File: src/rtl/alu_pkg.sv
// Shared definitions for the ALU arbiter: ALU control codes, arbiter FSM states
// and the legal-code check.
package alu_pkg;

  localparam logic [2:0] CtrlAdd = 3'b000;
  localparam logic [2:0] CtrlSub = 3'b001;
  localparam logic [2:0] CtrlSll = 3'b010;
  localparam logic [2:0] CtrlNor = 3'b011;
  localparam logic [2:0] CtrlAnd = 3'b100;
  localparam logic [2:0] CtrlSlt = 3'b101;

  typedef enum logic [1:0] {
    StIdle,
    StExec,
    StResp
  } arb_state_e;

  // Codes 110 and 111 have no ALU operation behind them.
  function automatic logic is_legal_ctrl(input logic [2:0] ctrl);
    return ctrl <= CtrlSlt;
  endfunction

endpackage

File: src/rtl/alu_arb_pick.sv
// Combinational grant selection for the ALU arbiter.
// ALU_ARB_RR_EN defined: round-robin on ties using the last-grant pointer.
// Undefined: fixed priority, requester 0 always wins a tie.
module alu_arb_pick
  import alu_pkg::*;
(
  input  logic [1:0] req_valid,
  input  logic       last,
  output logic [1:0] grant
);

`ifdef ALU_ARB_RR_EN
  // Tie goes to the requester that was not granted last; otherwise pass valid through.
  always_comb begin
    grant = req_valid;
    if (req_valid == 2'b11) begin
      grant = last ? 2'b01 : 2'b10;
    end
  end
`else
  logic unused_last;
  assign unused_last = last;

  // Requester 0 has strict priority.
  always_comb begin
    grant = {req_valid[1] & ~req_valid[0], req_valid[0]};
  end
`endif

endmodule

File: src/rtl/alu_arbiter.sv
// Two-requester arbiter/sequencer for the shared ALU. Accepts one request in IDLE,
// drives the ALU from registers during EXEC, and holds the captured result in RESP
// until the granted requester takes it.
// Configuration macro: ALU_ARB_RR_EN selects round-robin instead of fixed priority.
module alu_arbiter
  import alu_pkg::*;
#(
  parameter int unsigned W = 32
) (
  input  logic         clk,
  input  logic         rst,
  input  logic [1:0]   req_valid,
  output logic [1:0]   req_ready,
  input  logic [W-1:0] req_opA0,
  input  logic [W-1:0] req_opB0,
  input  logic [W-1:0] req_opA1,
  input  logic [W-1:0] req_opB1,
  input  logic [4:0]   req_shamt0,
  input  logic [4:0]   req_shamt1,
  input  logic [2:0]   req_ctrl0,
  input  logic [2:0]   req_ctrl1,
  output logic [1:0]   rsp_valid,
  input  logic [1:0]   rsp_ready,
  output logic [W-1:0] rsp_out,
  output logic         rsp_zero,
  output logic         rsp_err,
  output logic [W-1:0] alu_opA,
  output logic [W-1:0] alu_opB,
  output logic [4:0]   alu_shamt,
  output logic [2:0]   alu_ctrl,
  input  logic [W-1:0] alu_out,
  input  logic         alu_zero,
  output logic         busy
);

  arb_state_e   state_q, state_d;
  logic [W-1:0] opa_q, opa_d;
  logic [W-1:0] opb_q, opb_d;
  logic [4:0]   shamt_q, shamt_d;
  logic [2:0]   ctrl_q, ctrl_d;
  logic         gnt_q, gnt_d;
  logic [W-1:0] out_q, out_d;
  logic         zero_q, zero_d;
  logic         err_q, err_d;

  logic [1:0]   grant;
  logic         last;
  logic         accept;
  logic         sel;

`ifdef ALU_ARB_RR_EN
  logic last_q, last_d;
  assign last = last_q;

  // Pointer follows the accepted requester only.
  always_comb begin
    last_d = last_q;
    if (accept) begin
      last_d = sel;
    end
  end

  // Reset to 1 so requester 0 wins the first tie.
  always_ff @(posedge clk or posedge rst) begin
    if (rst) begin
      last_q <= 1'b1;
    end else begin
      last_q <= last_d;
    end
  end
`else
  assign last = 1'b1;
`endif

  alu_arb_pick u_pick (
    .req_valid (req_valid),
    .last      (last),
    .grant     (grant)
  );

  // grant is a subset of req_valid, so any grant bit in IDLE is a handshake.
  assign accept = (state_q == StIdle) && (grant != 2'b00);
  assign sel    = grant[1];

  // Ready only in IDLE and never while reset is held.
  always_comb begin
    req_ready = 2'b00;
    if ((state_q == StIdle) && !rst) begin
      req_ready = grant;
    end
  end

  // Next-state and datapath capture.
  always_comb begin
    state_d = state_q;
    opa_d   = opa_q;
    opb_d   = opb_q;
    shamt_d = shamt_q;
    ctrl_d  = ctrl_q;
    gnt_d   = gnt_q;
    out_d   = out_q;
    zero_d  = zero_q;
    err_d   = err_q;
    unique case (state_q)
      StIdle: begin
        if (accept) begin
          opa_d   = sel ? req_opA1   : req_opA0;
          opb_d   = sel ? req_opB1   : req_opB0;
          shamt_d = sel ? req_shamt1 : req_shamt0;
          ctrl_d  = sel ? req_ctrl1  : req_ctrl0;
          gnt_d   = sel;
          state_d = StExec;
        end
      end
      StExec: begin
        // Illegal codes still drive the ALU but report a zeroed, flagged result.
        if (is_legal_ctrl(ctrl_q)) begin
          out_d  = alu_out;
          zero_d = alu_zero;
          err_d  = 1'b0;
        end else begin
          out_d  = '0;
          zero_d = 1'b0;
          err_d  = 1'b1;
        end
        state_d = StResp;
      end
      StResp: begin
        if (rsp_ready[gnt_q]) begin
          state_d = StIdle;
        end
      end
      default: state_d = StIdle;
    endcase
  end

  // State and datapath registers.
  always_ff @(posedge clk or posedge rst) begin
    if (rst) begin
      state_q <= StIdle;
      opa_q   <= '0;
      opb_q   <= '0;
      shamt_q <= '0;
      ctrl_q  <= CtrlAdd;
      gnt_q   <= 1'b0;
      out_q   <= '0;
      zero_q  <= 1'b0;
      err_q   <= 1'b0;
    end else begin
      state_q <= state_d;
      opa_q   <= opa_d;
      opb_q   <= opb_d;
      shamt_q <= shamt_d;
      ctrl_q  <= ctrl_d;
      gnt_q   <= gnt_d;
      out_q   <= out_d;
      zero_q  <= zero_d;
      err_q   <= err_d;
    end
  end

  // Outputs are decoded from registers only.
  always_comb begin
    rsp_valid = 2'b00;
    if (state_q == StResp) begin
      rsp_valid = gnt_q ? 2'b10 : 2'b01;
    end
  end

  assign rsp_out   = out_q;
  assign rsp_zero  = zero_q;
  assign rsp_err   = err_q;
  assign alu_opA   = opa_q;
  assign alu_opB   = opb_q;
  assign alu_shamt = shamt_q;
  assign alu_ctrl  = ctrl_q;
  assign busy      = (state_q != StIdle);

endmodule
File: config.mk
export PLATFORM = sky130hd
export DESIGN_NAME = alu_arbiter
export DESIGN_NICKNAME = d
export VERILOG_FILES = /design/src/rtl/alu_pkg.sv /design/src/rtl/alu_arb_pick.sv /design/src/rtl/alu_arbiter.sv
export SDC_FILE = /design/constraint.sdc
export NUM_CORES = 1
export LEC_CHECK = 0
export BUFFER_PORTS_ARGS = -buffer_cell sky130_fd_sc_hd__buf_2
export CORE_UTILIZATION = 40
export DETAILED_ROUTE_END_ITERATION = 12
export GPL_ROUTABILITY_DRIVEN = 1
export GPL_TIMING_DRIVEN = 1
export PLACE_DENSITY = 0.82
export REMOVE_ABC_BUFFERS = 1
export SLEW_MARGIN = 30
export SYNTH_ARGS = -nofsm -noshare
export SYNTH_HDL_FRONTEND = slang
export SYNTH_SLANG_ARGS = --single-unit
File: constraint.sdc
create_clock -name clk -period 4.41 [get_ports clk]
set_clock_uncertainty 0.2 [all_clocks]
set_input_delay 0.441 -clock clk [delete_from_list [all_inputs] [get_ports clk]]
set_output_delay 0.441 -clock clk [all_outputs]
set_load 0.02 [all_outputs]
==> flow_metrics.tcl <==
set metrics [dict create \
    dp_worst_setup_slack_ns 1.969 \
    final-max-slew-violation-count 0 \
    timing.rr.start "state_q[0]" \
    synthesis.yosys.warnings 0 \
    yosys-top-cells-count "sky130_fd_sc_hd__mux2_4, sky130_fd_sc_hd__dfrtp_1, sky130_fd_sc_hd__a22o_1" \
    timing.max_cap.violations 0 \
    grt_antenna_before_repair 0 \
    synth_edf_count 0 \
    setup.worst_path.start_class "flip-flop" \
    tritoncts.num_buffers 9 \
    critical-path-top-delay-family "compound AO/OA/AOI/OAI gates" \
    postCtsSetupRepairBufs 0 \
    async_reset_ff_frac 1.000 \
    run_status "completed" \
    timing.critical_path.slowest_stage_cell "sky130_fd_sc_hd__o21a_4" \
    timing.final.crit_share 0.5536 \
    fraction_of_final_layout_cells_sized_beyond_drive_strength_1 0.7484 \
    number_of_remaining_drc_errors 0 \
    final-setup-viol-count 0 \
    area_delta_synth_final_pct 32.85 \
    post_drt_antenna_nets 0 \
    worstSetupStartpoint "state_q[0]" \
    placeableCoreArea_mm2 0.01335 \
    cellLeakagePower_nw 3.908 \
    timing.rr.end "alu_opA[28]" \
    fin_crit_ns 2.441 \
    antennaDiodeCount 0 \
    setup_slack_ns 1.969 \
    fmaxAchievable_ghz 0.4096 \
    ctsRootBufferMaster "sky130_fd_sc_hd__clkbuf_16" \
    num-fill-cells 1117 \
    clock_sink_count 109 \
    cellPowerDensity_mw_per_mm2 707.3 \
    crit_path_max_fanout 43 \
    portBuffers 293 \
    multi_input_logic_area_mm2 0.002534 \
    synth_cell_types 17 \
    synthFlopType "sky130_fd_sc_hd__dfrtp_1" \
    worst_path_largest_cell_delay_ns 0.59 \
    floorplan.die_area_mm2 0.01422 \
    clkLatencyLatePin_ns 0.34 \
    timing.setup.critical_path_class "reg -> reg" \
    vias 3772 \
    grt_overflow_total 0 \
    detail_route.wl_per_cell_um 16.07 \
    combinationalPowerShare 0.508 \
    start_util 0.4121 \
    numPlacedInstances 780 \
    crit_end_category "flip-flop" \
    power_switching_w 0.002010 \
    finalPower_w 0.005168 \
    critical_path_arrival_ns 2.47 \
    setup.reg_to_reg.worst_slack_ns 1.97 \
    floorplan.die.width_um 119.3 \
    seqCellArea_mm2 0.002728 \
    worstPathCellList "nor2_1 -> o21a_4 -> buf_12 -> mux2_2" \
    cts_tree "done" \
    postSynthRegisterBits 109 \
    floorplan.io_pins 294 \
    power.ir.vdd_worst_uv 303.3 \
    setup-tns-final_ns 0 \
    p_int_w 0.003158 \
    power.share.sequential 0.345 \
    fraction_of_synthesized_cell_area_taken_by_the_top_area_cell_type 0.4959 \
    critical_path_required_ns 4.44 \
    cts_hold_repair.buffers 0 \
    avgViaCountPerCell 4.739 \
    fp-row-count 42 \
    stdcell_count 796 \
    mappedNetlistArea_mm2 0.005500 \
    synth.largest_area_cell "sky130_fd_sc_hd__dfrtp_1" \
    synth_seq_area_share 0.4959 \
    synthMostInstantiatedCell "sky130_fd_sc_hd__mux2_4" \
    track_usage 0.1807 \
    timing.reg2reg.worst_path_depth 4 \
    avgSynthCellArea_um2 16.77 \
    die_y_um 119.3 \
    maximum_number_of_pins_on_one_net_before_global_route_repair 60 \
    worstHoldPathType "in -> async" \
    power.switching_fraction 0.3889 \
    first_global_vias 3979 \
    routabilityCongestion 0.7748 \
    grt_first_pass_wirelength_mm 19.95 \
    post_cts_resized 0 \
    yosys-top-cells-area "sky130_fd_sc_hd__dfrtp_1, sky130_fd_sc_hd__mux2_4, sky130_fd_sc_hd__a22o_1" \
    max-slew-margin-rel 0.4555 \
    dr.pass1.iters 6 \
    final_hold_viol_count 0 \
    path_clk_slew_ns 0.07 \
    clockPowerShare 0.147 \
    largest_buffer_count_on_any_clock_path 2 \
    synth_cells 328 \
    cp_bufs_invs 1 \
    dp_hpwl_mm 9.796 \
    detailedRoute.firstIterationViolations 140 \
    drt_wl_total_mm 12.79 \
    timing_worst_slew_pin_value_ns 0.8167 \
    number_of_levels_in_the_clock_h_tree 3 \
    utilization_after_layout 0.5474 \
    unrepaired_setup_endpoints_after_global_routing "false" \
    design.final.nets 798 \
]
-- power by group through the flow --
stage | logic [W] | clock network (W) | registers, W
floorplan | 0.00134 | 0 | 0.00235
global placement | 0.00259 | 0 | 0.00177
detailed placement | 0.00265 | 0 | 0.00178
CTS | 0.00266 | 0.000786 | 0.00178
global route | 0.00278 | 0.000826 | 0.00183
finish | 0.00263 | 0.000760 | 0.00178
-- layout make-up --
cell class                 instances  area share
clock inverter                     7    0.008048
multi-input combinational        192      0.3467
sequential                       109      0.3733
inverter                           4    0.002397
timing repair buffer             299      0.2086
tap                              176     0.03014
clock buffer                       9     0.03082
-- worst max-delay path by stage --
stage,slack [ns],cells after the start,end
final,1.97,4,alu_opA[28]
after global routing,1.85,4,alu_opA[28]
after CTS,1.95,4,alu_opA[28]
after detailed placement,1.97,4,alu_opA[28]
after global placement,2.05,4,alu_opA[30]
after floorplan,-0.1,2,req_ready[1]
-- placed cells by master (no fill, tap or decap) --
cell type                    instances
sky130_fd_sc_hd__buf_2             293
sky130_fd_sc_hd__mux2_4            138
sky130_fd_sc_hd__dfrtp_1           109
sky130_fd_sc_hd__a22o_1             33
sky130_fd_sc_hd__clkbuf_16           9
sky130_fd_sc_hd__mux2_2              7
sky130_fd_sc_hd__buf_4               5
sky130_fd_sc_hd__clkinvlp_4          4
sky130_fd_sc_hd__nor2_1              3
sky130_fd_sc_hd__inv_1               3
sky130_fd_sc_hd__a21oi_1             3
sky130_fd_sc_hd__nand2b_1            2
sky130_fd_sc_hd__and3_1              2
sky130_fd_sc_hd__a21oi_2             1
sky130_fd_sc_hd__nor2b_4             1
sky130_fd_sc_hd__o21a_4              1
sky130_fd_sc_hd__inv_4               1
sky130_fd_sc_hd__o21ai_0             1
sky130_fd_sc_hd__inv_6               1
sky130_fd_sc_hd__clkinv_4            1
sky130_fd_sc_hd__inv_8               1
sky130_fd_sc_hd__buf_12              1
-- flip-flops by register name, indices dropped and copies added, names as in the netlist --
signal and flops:
alu_ctrl 3, alu_opA 32, alu_opB 32, alu_shamt 5
gnt_q 1, rsp_err 1, rsp_out 32, rsp_zero 1
state_q 2
-- per-stage QoR --
step / area (um2) / hold WS (ns)
3_3_place_gp: 7023 / 0.2822
4_1_cts: 7307 / 0.03088
6_report: 7307 / 0.01106
2_1_floorplan: 5264 / 0.3267
5_1_grt: 7307 / 0.07185
3_5_place_dp: 7023 / 0.2876
-- cells by family (layout without fill, tap and decap cells) --
group,after synthesis,after routing,synth area share
muxes,145,145,0.3910
DFF,109,109,0.4959
AOI/OAI and AO/OA,39,39,0.05914
buffers and inverters,27,319,0.04572
and+or+nand+nor,8,8,0.008189
-- per-layer routing --
layer	wire length (um)	up-vias	part of all wire	track usage
met4	152	0	0.012	0.05617
li1	-	1760	-	-
met5	0	-	0	0
met1	5031	1803	0.39	0.2059
met3	934	13	0.073	0.04598
met2	6670	196	0.52	0.3285
(Power assumes the default switching activity.)
